`config.mk`:
```
export PLATFORM = sky130hd
export DESIGN_NAME = mc_controller_flat
export DESIGN_NICKNAME = d
export VERILOG_FILES = /design/src/rtl/mc_controller_if.sv /design/src/rtl/mc_controller.sv /design/src/flat_wrapper.sv
export SDC_FILE = /design/constraint.sdc
export NUM_CORES = 1
export LEC_CHECK = 0
export ABC_AREA = 1
export ABC_CLOCK_PERIOD_IN_PS = 4450
export CORE_ASPECT_RATIO = 1.4
export CORE_MARGIN = 2
export CORE_UTILIZATION = 54
export DETAILED_ROUTE_END_ITERATION = 16
export PLACE_DENSITY = 0.85
export SYNTH_ARGS = -nofsm -noshare
export SYNTH_HDL_FRONTEND = slang
export SYNTH_SLANG_ARGS = --single-unit
export TNS_END_PERCENT = 10
```
`constraint.sdc`:
```
create_clock -name clk -period 4.45 [get_ports clk]
set_input_delay 0.6675 -clock clk [delete_from_list [all_inputs] [get_ports clk]]
set_output_delay 0.6675 -clock clk [all_outputs]
set_load 0.02 [all_outputs]
```
`src/rtl/mc_controller_if.sv`:
```
// Handshake/bus bundle between the multi-cycle controller and its datapath/memory.
// The controller uses the slave view; the environment driving run/class/memReady uses master.
interface mc_controller_if #(
    parameter int CNT_W = 32
);
    logic             run;
    logic [2:0]       instrClass;
    logic             memReady;
    logic             regsWriteEnable;
    logic             memReadEnable;
    logic             memWriteEnable;
    logic             pcWriteEnable;
    logic             irWriteEnable;
    logic [3:0]       state;
    logic [CNT_W-1:0] retired;
    logic             illegal;

    modport master (
        output run, instrClass, memReady,
        input  regsWriteEnable, memReadEnable, memWriteEnable, pcWriteEnable,
               irWriteEnable, state, retired, illegal
    );

    modport slave (
        input  run, instrClass, memReady,
        output regsWriteEnable, memReadEnable, memWriteEnable, pcWriteEnable,
               irWriteEnable, state, retired, illegal
    );
endinterface

```
`src/rtl/mc_controller.sv`:
```
// Multi-cycle instruction controller: fetch/decode/execute FSM producing datapath enables,
// a retired-instruction counter and a sticky illegal-instruction halt.
module mc_controller #(
    parameter int MEM_WAIT  = 1,
    parameter int HANDSHAKE = 0,
    parameter int CNT_W     = 32
) (
    input  logic           clk,
    input  logic           rst,
    mc_controller_if.slave bus
);

    typedef enum logic [3:0] {
        S_IDLE   = 4'd0,
        S_FETCH  = 4'd1,
        S_DECODE = 4'd2,
        S_EXEC   = 4'd3,
        S_MEMRD  = 4'd4,
        S_MEMWR  = 4'd5,
        S_WB     = 4'd6,
        S_HALT   = 4'd7
    } state_t;

    localparam logic [3:0] MEM_WAIT_L = 4'(MEM_WAIT);

    state_t           state_q, state_d;
    logic [3:0]       wait_q, wait_d;
    logic [CNT_W-1:0] retired_q, retired_d;
    logic             illegal_q, illegal_d;

    logic mem_done;
    logic instr_end;
    logic regs_we, mem_re, mem_we, pc_we, ir_we;

    // With HANDSHAKE=0 memReady is never looked at; with HANDSHAKE=1 the counter is never looked at.
    assign mem_done = (HANDSHAKE != 0) ? bus.memReady : (wait_q == MEM_WAIT_L);

    always_comb begin
        state_d   = state_q;
        illegal_d = illegal_q;
        instr_end = 1'b0;
        regs_we   = 1'b0;
        mem_re    = 1'b0;
        mem_we    = 1'b0;
        pc_we     = 1'b0;
        ir_we     = 1'b0;

        case (state_q)
            S_IDLE: begin
                if (bus.run) state_d = S_FETCH;
            end
            S_FETCH: begin
                mem_re = 1'b1;
                if (mem_done) begin
                    ir_we   = 1'b1;
                    state_d = S_DECODE;
                end
            end
            S_DECODE: state_d = S_EXEC;
            S_EXEC: begin
                case (bus.instrClass)
                    3'd0, 3'd4: state_d = S_WB;
                    3'd1:       state_d = S_MEMRD;
                    3'd2:       state_d = S_MEMWR;
                    3'd3:       instr_end = 1'b1;
                    default: begin
                        state_d   = S_HALT;
                        illegal_d = 1'b1;
                    end
                endcase
            end
            S_MEMRD: begin
                mem_re = 1'b1;
                if (mem_done) state_d = S_WB;
            end
            S_MEMWR: begin
                mem_we = 1'b1;
                if (mem_done) instr_end = 1'b1;
            end
            S_WB: begin
                regs_we   = 1'b1;
                instr_end = 1'b1;
            end
            S_HALT:  state_d = S_HALT;
            default: state_d = S_IDLE;
        endcase

        // run is only consulted here and in IDLE, so mid-instruction changes have no effect.
        if (instr_end) begin
            pc_we   = 1'b1;
            state_d = bus.run ? S_FETCH : S_IDLE;
        end
    end

    always_comb begin
        retired_d = retired_q + CNT_W'(instr_end);
        wait_d    = 4'd0;
        if ((state_d == state_q) &&
            ((state_q == S_FETCH) || (state_q == S_MEMRD) || (state_q == S_MEMWR))) begin
            wait_d = wait_q + 4'd1;
        end
    end

    always_ff @(posedge clk or posedge rst) begin
        if (rst) begin
            state_q   <= S_IDLE;
            wait_q    <= 4'd0;
            retired_q <= '0;
            illegal_q <= 1'b0;
        end else begin
            state_q   <= state_d;
            wait_q    <= wait_d;
            retired_q <= retired_d;
            illegal_q <= illegal_d;
        end
    end

    assign bus.regsWriteEnable = regs_we;
    assign bus.memReadEnable   = mem_re;
    assign bus.memWriteEnable  = mem_we;
    assign bus.pcWriteEnable   = pc_we;
    assign bus.irWriteEnable   = ir_we;
    assign bus.state           = state_q;
    assign bus.retired         = retired_q;
    assign bus.illegal         = illegal_q;

endmodule

```
`src/flat_wrapper.sv`:
```
// flat-port wrapper written by rule: the top's interface ports become plain ports
module mc_controller_flat 
#(
    parameter int MEM_WAIT  = 1,
    parameter int HANDSHAKE = 0,
    parameter int CNT_W     = 32
)
  (clk, rst, bus_run, bus_instrClass, bus_memReady, bus_regsWriteEnable, bus_memReadEnable, bus_memWriteEnable, bus_pcWriteEnable, bus_irWriteEnable, bus_state, bus_retired, bus_illegal);
  mc_controller_if #(.CNT_W(CNT_W)) bus_i ();
  input  logic clk;
  input  logic rst;
  input wire logic [$bits(bus_i.run)-1:0] bus_run;
  input wire logic [$bits(bus_i.instrClass)-1:0] bus_instrClass;
  input wire logic [$bits(bus_i.memReady)-1:0] bus_memReady;
  output wire logic [$bits(bus_i.regsWriteEnable)-1:0] bus_regsWriteEnable;
  output wire logic [$bits(bus_i.memReadEnable)-1:0] bus_memReadEnable;
  output wire logic [$bits(bus_i.memWriteEnable)-1:0] bus_memWriteEnable;
  output wire logic [$bits(bus_i.pcWriteEnable)-1:0] bus_pcWriteEnable;
  output wire logic [$bits(bus_i.irWriteEnable)-1:0] bus_irWriteEnable;
  output wire logic [$bits(bus_i.state)-1:0] bus_state;
  output wire logic [$bits(bus_i.retired)-1:0] bus_retired;
  output wire logic [$bits(bus_i.illegal)-1:0] bus_illegal;
  assign bus_i.run = bus_run;
  assign bus_i.instrClass = bus_instrClass;
  assign bus_i.memReady = bus_memReady;
  assign bus_regsWriteEnable = bus_i.regsWriteEnable;
  assign bus_memReadEnable = bus_i.memReadEnable;
  assign bus_memWriteEnable = bus_i.memWriteEnable;
  assign bus_pcWriteEnable = bus_i.pcWriteEnable;
  assign bus_irWriteEnable = bus_i.irWriteEnable;
  assign bus_state = bus_i.state;
  assign bus_retired = bus_i.retired;
  assign bus_illegal = bus_i.illegal;
  mc_controller #(.MEM_WAIT(MEM_WAIT), .HANDSHAKE(HANDSHAKE), .CNT_W(CNT_W)) u_core (.clk(clk), .rst(rst), .bus(bus_i));
endmodule
```
* Word level (Yosys, flattened, before mapping)
Index checks and enable logic that the tools add are counted.
Word-level totals: bits in writable memories 0, latch bits 0, memories kept 0, ROM bits 0, word-level logic and storage cells 46, output and inout bits 42, register bits 41
Cells by class: bitwise operators 1, shift operators 0, equal/unequal tests 13, add/subtract/negate cells 2, $mul 0, mux-type cells 16, order comparisons 0, reductions and logical operators 10, divide/modulo/power cells 0
Operators with widths (count):
- 32-bit by 1-bit adder with 32-bit output | 1
- 4-bit case mux with 7 select lines | 1
- 4-bit 2-to-1 mux | 5
- 4-bit by 3-bit equality test with 1-bit output, second input constant | 4
- 4-bit case mux with 4 select lines | 1
- 4-bit by 1-bit equality test with 1-bit output, second input constant | 2
- 4-bit by 2-bit equality test with 1-bit output, second input constant | 2
- 1-bit 2-to-1 mux | 8
- 3-bit by 2-bit equality test with 1-bit output, second input constant | 2
- 2-bit OR reduction | 3
- 5-bit OR reduction | 1
- 4-bit by 1-bit adder with 4-bit output, second input constant | 1
- 4-bit equality test | 1
- 4-bit logical NOT | 1
- 3-bit by 1-bit equality test with 1-bit output, second input constant | 1
- 3-bit equality test, second input constant | 1
- 3-bit logical NOT | 1
- 1-bit case mux with 3 select lines | 1
- 1-bit logical OR | 2
- 2-bit AND reduction | 1
- 1-bit logical AND | 1
- 1-bit inverter | 1

* Logic depth before layout (Yosys ltp)
Gate-level depths: netlist of the first run.
depth after elaboration 8, depth in mapped cells 15, gate-level depth less buffers 15

* Worst setup path after synthesis of the first run
No wires, ideal clock.
kind reg2reg, start point register u_core.state_q[3] (netlist: u_core.bus.state[3]), end point register u_core.retired_q[18] (netlist: u_core.bus.retired[18]), slack 1.795 ns, required time 4.320 ns, buffers on the path 0, arrival time 2.525 ns, stages on the path, launching flop included 13, period minus slack after synthesis 2.655 ns, cell sequence dfrtp_1 -> inv_1 -> nand2_1 -> nor2_1 -> nand3_1 -> nand2_1 -> ha_1 -> ha_1 -> nand3_2 -> nor2_4 -> and3_1 -> nand2_1 -> xnor2_1
On the way: word-level cells in the longest chain between the ends 3
Ends and longest elaborated chain:
- start: declaration | RTL line mc_controller.sv:26 | state_t state_q, state_d;
- start signal: assignment | RTL line mc_controller.sv:111 | state_q <= state_d;
- 4-bit by 3-bit equality test with 1-bit output / 4-bit by 2-bit equality test with 1-bit output (equally long branches) | RTL line mc_controller.sv:48 | case (state_q)
- 1-bit case mux with 3 select lines * | RTL line mc_controller.sv:48
- 32-bit by 1-bit adder with 32-bit output * | RTL line mc_controller.sv:96 | retired_d = retired_q + CNT_W'(instr_end);
- net u_core.retired_d[18] | RTL line mc_controller.sv:28 | logic [CNT_W-1:0] retired_q, retired_d;
- end signal: assignment | RTL line mc_controller.sv:113 | retired_q <= retired_d;
- end: declaration | RTL line mc_controller.sv:28
The timed path passes the listed nets; every way through them passes the cells marked *. A chain may end at the register's enable or synchronous reset.

* Worst setup path after layout of the first run
start point input port bus_instrClass[2], end point output port bus_pcWriteEnable
On the way: word-level cells in the longest chain between the ends 4
Ends and longest elaborated chain:
- start: declaration | RTL line flat_wrapper.sv:13 | input wire logic [$bits(bus_i.instrClass)-1:0] bus_instrClass;
- 3-bit by 2-bit equality test with 1-bit output | RTL line mc_controller.sv:61 | case (bus.instrClass)
- 1-bit 2-to-1 mux | RTL line mc_controller.sv:61
- 1-bit case mux with 3 select lines | RTL line mc_controller.sv:48
- 1-bit 2-to-1 mux | RTL line mc_controller.sv:89 | if (instr_end) begin
- end: declaration | RTL line flat_wrapper.sv:18 | output wire logic [$bits(bus_i.pcWriteEnable)-1:0] bus_pcWriteEnable;
No other way between the ends.

==> results of run 1 <==
-- state kept, by name (all words and copies together) (netlist names) --
name	count
u_core.bus.retired	32
u_core.bus.state	4
u_core.wait_q	4
u_core.bus.illegal	1
-- worst max-delay path by stage --
stage                     cells past startpoint                          endpoint  slack, ns
after floorplan                              12  u_core.bus.retired[18]$_DFF_PP0_       1.79
after global routing                          6                 bus_pcWriteEnable       1.38
final                                         7                 bus_pcWriteEnable       1.52
after CTS                                     7                 bus_pcWriteEnable       1.52
after global placement                       13  u_core.bus.retired[26]$_DFF_PP0_       1.49
after detailed placement                     13  u_core.bus.retired[26]$_DFF_PP0_       1.43
-- per-layer routing --
layer	part of all wire, %	GRT usage, %	routed length [um]	vias to the layer above
li1	-	-	-	953
met1	38	28.6	1920	910
met2	51	40.9	2530	93
met3	6.2	4.70	311	27
met5	0	0	0	-
met4	4.8	15.3	241	0
-- layout by cell type, fill, tap and decap left out, types with 2 or more instances in the layout --
cell type and instances:
nor2_4 2, nand3_2 3, xor2_1 19, o21ai_0 2
nor3_1 10, a21oi_1 4, clkdlybuf4s50_1 47, clkbuf_8 5
inv_1 24, xnor2_1 8, nand3_1 13, inv_2 2
nor2_1 39, nand4_1 6, nand3b_1 5, ha_1 4
nand2_1 73, nor3_2 5, dfrtp_1 41
-- per-stage QoR --
| step | instances | setup WS [ns] | util, % | power (mW) |
|---|---|---|---|---|
| global placement | 359 | 1.49 | 70.0 | 0.408 |
| global route | 366 | 1.38 | 72.6 | 0.711 |
| CTS | 366 | 1.52 | 72.6 | 0.692 |
| detailed placement | 359 | 1.43 | 70.0 | 0.409 |
| floorplan | 268 | 1.79 | - | 0.397 |
| finish | 366 | 1.52 | 72.6 | 0.682 |
-- area by class of cell --
type,count,area (um^2),share of cell area (%)
tap,43,53.8,1.89
multi-input combinational,201,1090,38.2
inverter,26,97.6,3.43
timing repair buffer,48,478,16.8
clock buffer,5,68.8,2.42
sequential,41,1030,36.1
clock inverter,2,35.0,1.23
-- power by group --
group,leakage (nW),internal (mW),switching [mW],total [mW]
Clock,0.0540,0.163,0.118,0.281
Combinational,0.706,0.00992,0.0162,0.0261
Sequential,0.539,0.374,0.00189,0.376
-- critical path, stage by stage --
cell             delay [ns]
clkdlybuf4s50_1        0.44
inv_1                  0.11
nand3_1                0.11
nor2_1                 0.13
nor2_1                 0.06
nand2_1                0.13
clkdlybuf4s50_1        0.62
-- kinds of logic after synthesis --
family | Yosys count
simple gates | 162
flops | 41
xor+xnor | 27
buf+inv | 26
compound gates | 7
fa+ha+maj | 4
other cells | 1
==> run summary, run 1 <==
The flow ran to the end, and the final reports show no timing, DRC or antenna violations. In this run the power density over the cells is 240 nW/um^2. For this design, the sink count on the clock tree is 41.

The data arrival time of the critical path came out at 2.27 ns. For the instance area after placement, the log shows 2740 um^2. Synthesis produced a netlist whose cell count is 268.

In this run the critical register-to-register path is captured at u_core.bus.retired[26]$_DFF_PP0_. The area growth from synthesis to final layout is 28.8%, and the total nets after synthesis is 279. For this block, the routed nets add up to 5.00 mm of wire. The synthesized netlist devotes 34.3% of its cell area to simple gates. The initial antenna violation count came out at 0. The startpoint identified for the worst register-to-register timing path is u_core.bus.state[3]$_DFF_PP0_. The floorplan has 27 rows. In the routed layout, each cell is associated on average with a via count of 5.42.

The number of max-slew violations in the final report is 0, and the total routing resource utilization after global routing is 24.6%. In this run the worst setup path begins at bus_instrClass[2]. The worst reg-to-reg setup slack came out at 1.88 ns. At the worst endpoint, the required time is 3.78 ns. For this configuration, the core starts out at a cell density of 56.4%. The logs give 0 for the post-CTS setup buffer count and 0.29 ns for the clock latency of the later-clocked register in the worst-skew pair.

After clock tree synthesis, the clock-pin slew on the worst setup and hold paths is 0.07 ns. Of all flip-flops after synthesis, the portion carrying an async set or reset was 100%. The number of max-cap violations came out at 0.

After synthesis, the largest family of logic cells by area is simple AND/OR/NAND/NOR gates. The fraction of layout cells with a size suffix above 1 is 7.43%. Entering global routing, the biggest net connects 42 pins. Setup repair after global routing left no endpoint under its margin. During synthesis, Yosys emitted a total of 0 warnings.

The area fraction of the dominant cell type after synthesis works out to 46.4%. The tools report the iteration-0 DRC count of the detailed router as 123. Sequential elements use 46.4% of the synthesized area. The number of endpoints with negative hold slack in the final report came out at 0. The number of CTS-inserted buffers was 5. Fill cells in the final layout number 310.

Fraction of the cycle the final worst path needs: 65.9%. VDD sags by at most 0.249 mV. The total of buffers placed on input and output ports is 47, and the number of gates resized after cts is 0. The number of nets with antenna violations after routing is 0.

TritonCTS built the clock tree. Before antenna repair, the detailed router went through 5 iterations. In this run the worst hold path is classified as register to register.

STA classifies the critical path endpoint as an output port. The cell count of the worst hold path is 1. Among all flip-flop cells after synthesis, the most frequent one is dfrtp_1.

The tools report the startpoint type of the worst setup path as a primary input. The number of global-route vias before repair is 1948. The mean instance size in the synthesized netlist is 8.24 um^2. In this run the cell area of the synthesized design comes to 2210 um^2. Dividing the detail-routed wire length by the instance count gives 13.7 um. The most frequently used cell type in the post-synthesis netlist is nand2_1. The region available for standard cell placement spans 3920 um^2.

The synthesized design contains 0 enable-type register cells. Global routing finished with a remaining overflow of 0. Summed over all failing endpoints, the final setup total negative slack is 0 ns. The die is 79.7 um tall.

The portion of synthesized area spent on multiplexers is 0%. Most area-hungry cell type in the Yosys netlist: dfrtp_1. The tools report the number of primary I/O pins as 49. The number of cells on the worst reg-to-reg path is 12. In this run the static leakage power is 1.30 nW. Hold timing on the final database bottoms out at a slack of 0.471 ns. The routed layout has 1983 vias.

The number of H-tree levels was 2; the parity-gate share of the synthesized area counting xor and xnor cells was 10.7%. At the end of routability-driven placement, the weighted congestion stood at 0.947. Counting instances in the post-synthesis netlist gives the leading cell types as 73 x nand2_1, 41 x dfrtp_1, 39 x nor2_1.

The finished cells cover 2850 um^2. The number of distinct standard cells referenced by the synthesized netlist came out at 25. The residual DRC count was 0.

After Yosys synthesis, full adders, half adders and majority gates account for 2.27% of the synthesized area. CTS placed an instance of clkbuf_8 at the clock tree root. The clock passes through at most 2 buffers. Counting flops and latches in the post-synthesis netlist gives 41.

Subtracting the final worst setup slack from the clock period gives 2.93 ns. End point of the most critical hold path: u_core.bus.retired[31]$_DFF_PP0_. The first global-routing pass estimated 8.52 mm of wire. Sorting the synthesized cells by area gives the leading types as dfrtp_1 46%, nand2_1 12%, xor2_1 7.5%. Buffers inserted to repair hold after CTS numbered 0. The maximum fanout count along the critical path works out to 4. The startpoint-to-endpoint class of the critical path is primary input to output port.

In this run the most critical hold path is launched from u_core.bus.retired[31]$_DFF_PP0_. The floorplan step defined a die boundary enclosing 4630 um^2. The synthesized netlist devotes 1.70% of its cell area to compound gates. Timing would allow up to 341 MHz. The die is 58.1 um wide. Clock skew on the completed layout was measured at 0.00346 ns.

The number of antenna diodes in the final layout is 0. The wire-length estimate of the detail-placed layout is 3.80 mm. Setup violations remaining at the end of the flow were counted as 0.

For this run, the post-layout net count is 334.
No activity file was read; power rests on OpenSTA's default activity.
==> run 2: changes to the inputs <==
- ABC_CLOCK_PERIOD_IN_PS: 4450 -> 2660
- CORE_UTILIZATION: 54 -> 45
- PLACE_DENSITY: 0.85 -> 0.75
- clock period: 4.45 -> 2.66 ns (I/O delays scaled with it)
==> run summary, run 2 (synthesis gave the netlist of run 1 again) <==
The run gives 30 (+11%) as the number of core rows. The register share of total power is 50.1% (-4.9 points), and the area growth from synthesis to final layout is 32.8%. Setup repair after global routing left no endpoint under its margin.

The fraction of the cycle the final worst path needs came out at 95.2%. The total routed wirelength is 5.14 mm (+2.9%), and the iteration-0 DRC count of the detailed router is 100 (-19%). For the count of placed standard cells including taps, the log shows 383 (+6.7%).

The initial antenna violation count was 0 (unchanged); the total of buffers placed on input and output ports was 47 (unchanged). The data arrival time of the critical path came out at 2.13 ns (-0.14 ns). The fraction of layout cells with a size suffix above 1 came out at 8.87% (+1.4 points). The logs give 49 (unchanged) for the number of primary I/O pins and 1963 (-1.0%) for the vias after detailed routing. The storage element area came out at 1030 um^2 (unchanged).

The routability congestion estimate was 0.918 (-3.0%); the clock skew was 0.00355 ns (+0.0000894 ns). The run gives 0 (unchanged) as the number of max-slew violations in the final report. The power per unit of standard cell area came out at 428 nW/um^2 (+78%). The number of global-route vias before repair was 1933 (-0.77%).

Clock-pin slew reported for the worst setup and hold paths after clock tree synthesis: 0.08 ns (about the same). The final total power is 1.25 mW (+84%). On the critical path, the stage with the largest delay is an instance of clkdlybuf4s50_1.

For the residual DRC count, the log shows 0 (unchanged). The worst setup path is captured at an output port. The post-CTS setup buffer count is 0 (unchanged).

Maximum root-to-sink buffer count: 2 (unchanged). The worst setup path is launched from a register. The logs give 3.6% (-0.2 points) for the part of the total power dissipated in combinational logic and 395 MHz for the fmax.

The number of cells on the worst reg-to-reg path was 12 (unchanged); the required time of the critical path was 2.26 ns (-1.52 ns). The logs give 0.607 mV (+140%) for the peak ir drop on the vdd network and 5490 um^2 (+19%) for the area of the die. The most frequent standard cell in the layout excluding fill and tap cells was nand2_1.

The flip-flop count of the largest register, all copies and words added was 32 (unchanged). The area taken by multi-input logic gates is 1100 um^2 (+0.92%), and the count of fill cells added during filler insertion is 466 (+50%). Traced cell by cell, the critical path runs through inv_1 -> nand2_1 -> nor2_2 -> nand3_1 -> nand2_1 -> buf_4 -> clkdlybuf4s50_1. The number of sinks on the clock net was 41 (unchanged); the switching share of total power was 19.1% (-0.83 points). The tools report the worst hold slack as 0.472 ns (+0.00150 ns). The final-report setup violation count was 0 (unchanged); the global-route wire length before repair was 8.51 mm (-0.16%). The final standard cell count with taps included and fillers excluded is 391 (+6.8%). The flow ran to the end, and the final reports show no timing, DRC or antenna violations.

The number of H-tree levels was 2 (unchanged). For the number of CTS-inserted buffers, the log shows 5 (unchanged). The cell that appears most often on the critical path is nand2_1.

The number of endpoints with negative hold slack in the final report was 0 (unchanged); the cts-stage hold buffer count was 0 (unchanged). For the worst setup slack before clock tree synthesis, the log shows -0.0100 ns (-1.44 ns). The library cells used most frequently in the layout, excluding fill and tap cells, are 73 x nand2_1, 47 x clkdlybuf4s50_1, 41 x dfrtp_1, 38 x nor2_1, 24 x inv_1. The share of total power in the clock network is 46.4% (+5.3 points). The run gives 1.33 nW (+2.2%) as the leakage power. The logs give 0 (unchanged) for the final antenna diode count and 1.01 mW (+86%) for the internal power. The number of max-cap violations was 0 (unchanged); the cell count of the worst hold path was 1 (unchanged). The post-layout net count was 337 (+0.90%).

Startpoint-to-endpoint class of the critical path: register to output port. The HPWL reported at the end of detailed placement is 3.99 mm (+5.0%). The number of vias per cell after detailed routing is 5.02 (-7.3%). The die span in x works out to 63.2 um (+8.9%). The logs give 46.0% (-10 points) for the effective utilization at floorplan and 0.129 ns (-1.39 ns) for the worst-case setup margin in the final layout. The number of nets with antenna violations after routing came out at 0 (unchanged). The maximum fanout count along the critical path is 4 (unchanged). The run gives 0 (unchanged) as the remaining global-route overflow.

For the total routing resource utilization after global routing, the log shows 20.0% (-4.6 points). The biggest cell delay along the critical path came out at 0.60 ns (-0.02 ns). The wire length per cell after detailed routing is 13.2 um (-3.7%). The root buffer cell chosen for the clock tree is clkbuf_8. The tools report the detailed-router iteration count before antenna repair as 4 (-1). The path class of the lowest-slack min-delay path is register to register.

TritonCTS built the clock tree. The tools report the switching power summed over all nets as 0.240 mW (+76%). The clock latency of the later-clocked register in the worst-skew pair is 0.29 ns (about the same), and the final standard cell utilization of the core is 61.1% (-12 points). The minimum period implied by the final worst setup slack is 2.53 ns. The number of gates resized after cts is 0 (unchanged), and the die outline height is 86.9 um (+9.1%). The standard cell core area was 4800 um^2 (+23%); the largest net degree at the start of global routing was 42 (unchanged).
[run 2: metal layers]
layer	wire, um	GRT usage (%)	vias up	share of wire, %
li1	-	-	959	-
met1	2030	22.0	931	39
met2	2720	36.5	57	53
met3	206	3.62	16	4.0
met4	182	10.7	0	3.5
met5	0	0	-	0
[run 2: metrics by stage]
| stage | TNS (ns) | instance area, um^2 |
|---|---|---|
| final | 0 | 2930 |
| after global routing | 0 | 2930 |
| after global placement | 0 | 2790 |
| after detailed placement | -0.0100 | 2790 |
| after CTS | 0 | 2920 |
| after floorplan | 0 | 2210 |
[run 2: area by class of cell]
type                    instances  area share (%)
well taps                      64            2.73
flip-flops and latches         41            35.0
clock inverters                 3            2.22
inverters                      26            3.33
multi-input cells             201            37.4
clock buffers                   5            2.35
repair buffers                 51            17.1
[run 2: worst max-delay path: cells and delay by family (launching register included)]
family,cells,cell delay [ns]
buffers and inverters,3,0.84
and+or+nand+nor,4,0.57
DFF,1,0.42
[run 2: final timing paths]
check | slack [ns] | from | end
setup / recovery | 0.13 | u_core.bus.state[3]$_DFF_PP0_ | bus_pcWriteEnable
hold / removal | 0.47 | u_core.bus.retired[31]$_DFF_PP0_ | u_core.bus.retired[31]$_DFF_PP0_
setup reg to reg | 0.23 | u_core.bus.state[3]$_DFF_PP0_ | u_core.bus.retired[26]$_DFF_PP0_
hold reg to reg | 0.47 | u_core.bus.retired[31]$_DFF_PP0_ | u_core.bus.retired[31]$_DFF_PP0_
max in group asynchronous | 1.80 | rst | u_core.bus.retired[18]$_DFF_PP0_
min in group asynchronous | 0.52 | rst | u_core.bus.retired[21]$_DFF_PP0_
[run 2: power by group through the flow]
stage	Clock, mW	Sequential [mW]	Combinational [mW]
floorplan	0	0.642	0.0220
global placement	0	0.640	0.0447
detailed placement	0	0.640	0.0454
CTS	0.595	0.628	0.0455
global route	0.622	0.628	0.0509
finish	0.582	0.628	0.0446
==> run 3: changes to the inputs <==
- CORE_ASPECT_RATIO: 1.4 -> 0.8
==> run summary, run 3 (synthesis gave the netlist of run 1 again) <==
The run finished with clean final reports. The run gives 2910 um^2 (-0.90%) as the post-layout instance area. The tools report the area of the die as 5490 um^2 (about the same). The effective utilization at floorplan was 47.5% (+1.5 points).

The standard cell core area was 4650 um^2 (-3.2%). The maximum root-to-sink buffer count is 2 (unchanged), and the biggest cell delay along the critical path is 0.42 ns (-0.18 ns). The worst hold slack came out at 0.465 ns (-0.00657 ns). The worst setup slack before clock tree synthesis came out at 0.0354 ns (+0.0454 ns). From synthesis to final layout, the design area changed by 31.6%. The run gives 415 (-11%) as the count of fill cells added during filler insertion.

The run gives 8.51 mm (about the same) as the global-route wire length before repair. The iteration-0 DRC count of the detailed router was 159 (+59%); the total of buffers placed on input and output ports was 47 (unchanged). The logs give 5.17 mm (+0.60%) for the total routed wirelength and 4.03 mm (+1.2%) for the HPWL reported at the end of detailed placement. The residual DRC count was 0 (unchanged); the number of endpoints with negative hold slack in the final report was 0 (unchanged). The post-CTS setup buffer count is 0 (unchanged).

The combined buffer and inverter count along the critical path was 1 (-2). The kind of cell with the highest combined delay along the critical path is simple AND/OR/NAND/NOR gates. Number of max-cap violations: 0 (unchanged).

The clock-pin slew reported for the worst setup and hold paths after clock tree synthesis came out at 0.08 ns (about the same). The minimum period implied by the final worst setup slack works out to 2.39 ns (-0.140 ns). The clock latency of the later-clocked register in the worst-skew pair is 0.29 ns (about the same), and the register share of total power is 52.5% (+2.4 points). The total routing resource utilization after global routing was 20.7% (+0.72 points).

The most frequent standard cell in the layout excluding fill and tap cells was nand2_1. The logs give 41 (unchanged) for the number of sinks on the clock net and 0.947 mW (-6.7%) for the internal power. The initial antenna violation count is 0 (unchanged). The worst-case setup margin in the final layout is 0.268 ns (+0.140 ns). The run gives 2.57 ns (+0.44 ns) as the data arrival time of the critical path.

The final standard cell utilization of the core is 62.5% (+1.4 points), and the number of nets with antenna violations after routing is 0 (unchanged). The die outline height came out at 66.7 um (-23%). The largest net degree at the start of global routing is 42 (unchanged), and the number of core rows is 22 (-27%). The instance area after placement is 2790 um^2 (-0.18%). The logs give 0 (unchanged) for the final antenna diode count and 0 (unchanged) for the final-report setup violation count. The fmax came out at 418 MHz (+5.8%). The tools report the post-layout net count as 337 (unchanged). The tools report the vias after detailed routing as 1966 (+0.15%).

The die span in x was 82.3 um (+30%); the worst max-slew margin expressed relative to the limit was 66.5%. The final total power was 1.20 mW (-4.7%). The run gives 2.84 ns (+0.58 ns) as the required time of the critical path. The part of the total power dissipated in combinational logic was 3.7% (about the same).

At the pin with the least slew margin, the transition time is 0.502 ns. The flip-flop count of the largest register, all copies and words added is 32 (unchanged), and the maximum fanout count along the critical path is 6 (+2). The number of max-slew violations in the final report came out at 0 (unchanged). For the number of CTS-inserted buffers, the log shows 5 (unchanged).

Setup repair after global routing left no endpoint under its margin. Share of total power in the clock network: 43.8% (-2.6 points). The power per unit of standard cell area is 411 nW/um^2 (-3.8%). The signal on the critical path passes through inv_1 -> nand2_1 -> nor2_1 -> nand3_1 -> nand2_1 -> ha_1 -> ha_1 -> nand3_2 -> nor2_4 -> and3_1 -> nand2_1 -> xnor2_1. The root buffer cell chosen for the clock tree is clkbuf_8.

The count of placed standard cells including taps is 379 (-1.0%), and the final standard cell count with taps included and fillers excluded is 387 (-1.0%). The number of vias per cell after detailed routing is 5.08 (+1.2%), and the clock skew is 0.00416 ns (+0.000606 ns). The leakage power was 1.34 nW (+0.71%). TritonCTS built the clock tree. The highest-delay cell along the critical path is dfrtp_1. The number of H-tree levels is 2 (unchanged). The run gives 0.265 mV (-56%) as the peak ir drop on the vdd network. The library cell appearing most often on the critical path is nand2_1. Switching share of total power: 20.8% (+1.7 points). The run gives 4 (unchanged) as the detailed-router iteration count before antenna repair.

The path class of the lowest-slack min-delay path was register to register. For the total negative slack, the log shows 0 ns (unchanged). The fraction of layout cells with a size suffix above 1 is 8.56% (-0.31 points), and the number of primary I/O pins is 49 (unchanged). Startpoint-to-endpoint class of the critical path: register to register. Number of global-route vias before repair: 1784 (-7.7%).

Wire length per cell after detailed routing: 13.4 um (+1.6%). The library cells used most frequently in the layout, excluding fill and tap cells, are 73 x nand2_1, 46 x clkdlybuf4s50_1, 41 x dfrtp_1, 39 x nor2_1, 24 x inv_1. The routability congestion estimate was 0.962 (+4.8%). For the remaining global-route overflow, the log shows 0 (unchanged). The tools report the switching power summed over all nets as 0.249 mW (+3.8%). The fraction of the cycle the final worst path needs was 89.9% (-5.2 points).

The worst setup path is captured at a register. Startpoint type of the worst setup path: a register.
-- run 3: cell types whose count changed in the layout (fill, tap and decap cells not counted), sizes merged --
| cell | change |
|---|---|
| clkinvlp | +1 |
| clkbuf | +1 |
| clkinv | -1 |
| dlymetal6s2s | +1 |
| bufinv | -1 |
| clkdlybuf4s50 | -1 |
-- run 3: what timing repair did --
action	in CTS	in global routing
hold buffers	0	0
resized for setup	0	1
setup endpoints to repair	0	1
-- run 3: area by class of cell --
class                      instances  area, um^2  area share [%]
multi-input combinational        201        1090            37.3
sequential                        41        1030            35.3
timing repair buffer              51         503            17.3
inverter                          26        97.6            3.36
clock buffer                       6        82.6            2.84
tap                               60        75.1            2.58
clock inverter                     2        37.5            1.29
-- run 3: worst reg2reg max path, cell delays in order, from the launching register on --
cell and delay [ns]:
dfrtp_1 0.42, inv_1 0.10, nand2_1 0.13, nor2_1 0.21, nand3_1 0.15, nand2_1 0.13
ha_1 0.19, ha_1 0.20, nand3_2 0.19, nor2_4 0.15, and3_1 0.21, nand2_1 0.07
xnor2_1 0.13
-- run 3: final timing paths --
| check | to | start | slack [ns] | depth (start not counted) |
|---|---|---|---|---|
| worst min-delay path | u_core.bus.illegal$_DFFE_PP0P_ | u_core.bus.illegal$_DFFE_PP0P_ | 0.47 | 2 |
| min in group asynchronous | u_core.wait_q[0]$_DFF_PP0_ | rst | 0.52 | 3 |
| worst min register to register | u_core.bus.illegal$_DFFE_PP0P_ | u_core.bus.illegal$_DFFE_PP0P_ | 0.47 | 2 |
| worst max register to register | u_core.bus.retired[18]$_DFF_PP0_ | u_core.bus.state[3]$_DFF_PP0_ | 0.27 | 12 |
| worst max-delay path | u_core.bus.retired[18]$_DFF_PP0_ | u_core.bus.state[3]$_DFF_PP0_ | 0.27 | 12 |
| max in group asynchronous | u_core.bus.retired[17]$_DFF_PP0_ | rst | 1.79 | 3 |
-- run 3: routing by layer --
layer / GRT usage (%) / vias to the layer above / wire length (um)
met2: 27.7 / 78 / 2130
li1: - / 965 / -
met1: 32.0 / 915 / 2510
met5: 0 / - / 0
met3: 5.01 / 8 / 459
met4: 6.88 / 0 / 71
-- run 3: power groups by stage --
stage / logic [mW] / registers (mW) / clock network (mW)
after global routing: 0.0510 / 0.628 / 0.566
final: 0.0445 / 0.628 / 0.524
after floorplan: 0.0220 / 0.642 / 0
after detailed placement: 0.0455 / 0.640 / 0
after CTS: 0.0456 / 0.628 / 0.530
after global placement: 0.0447 / 0.640 / 0
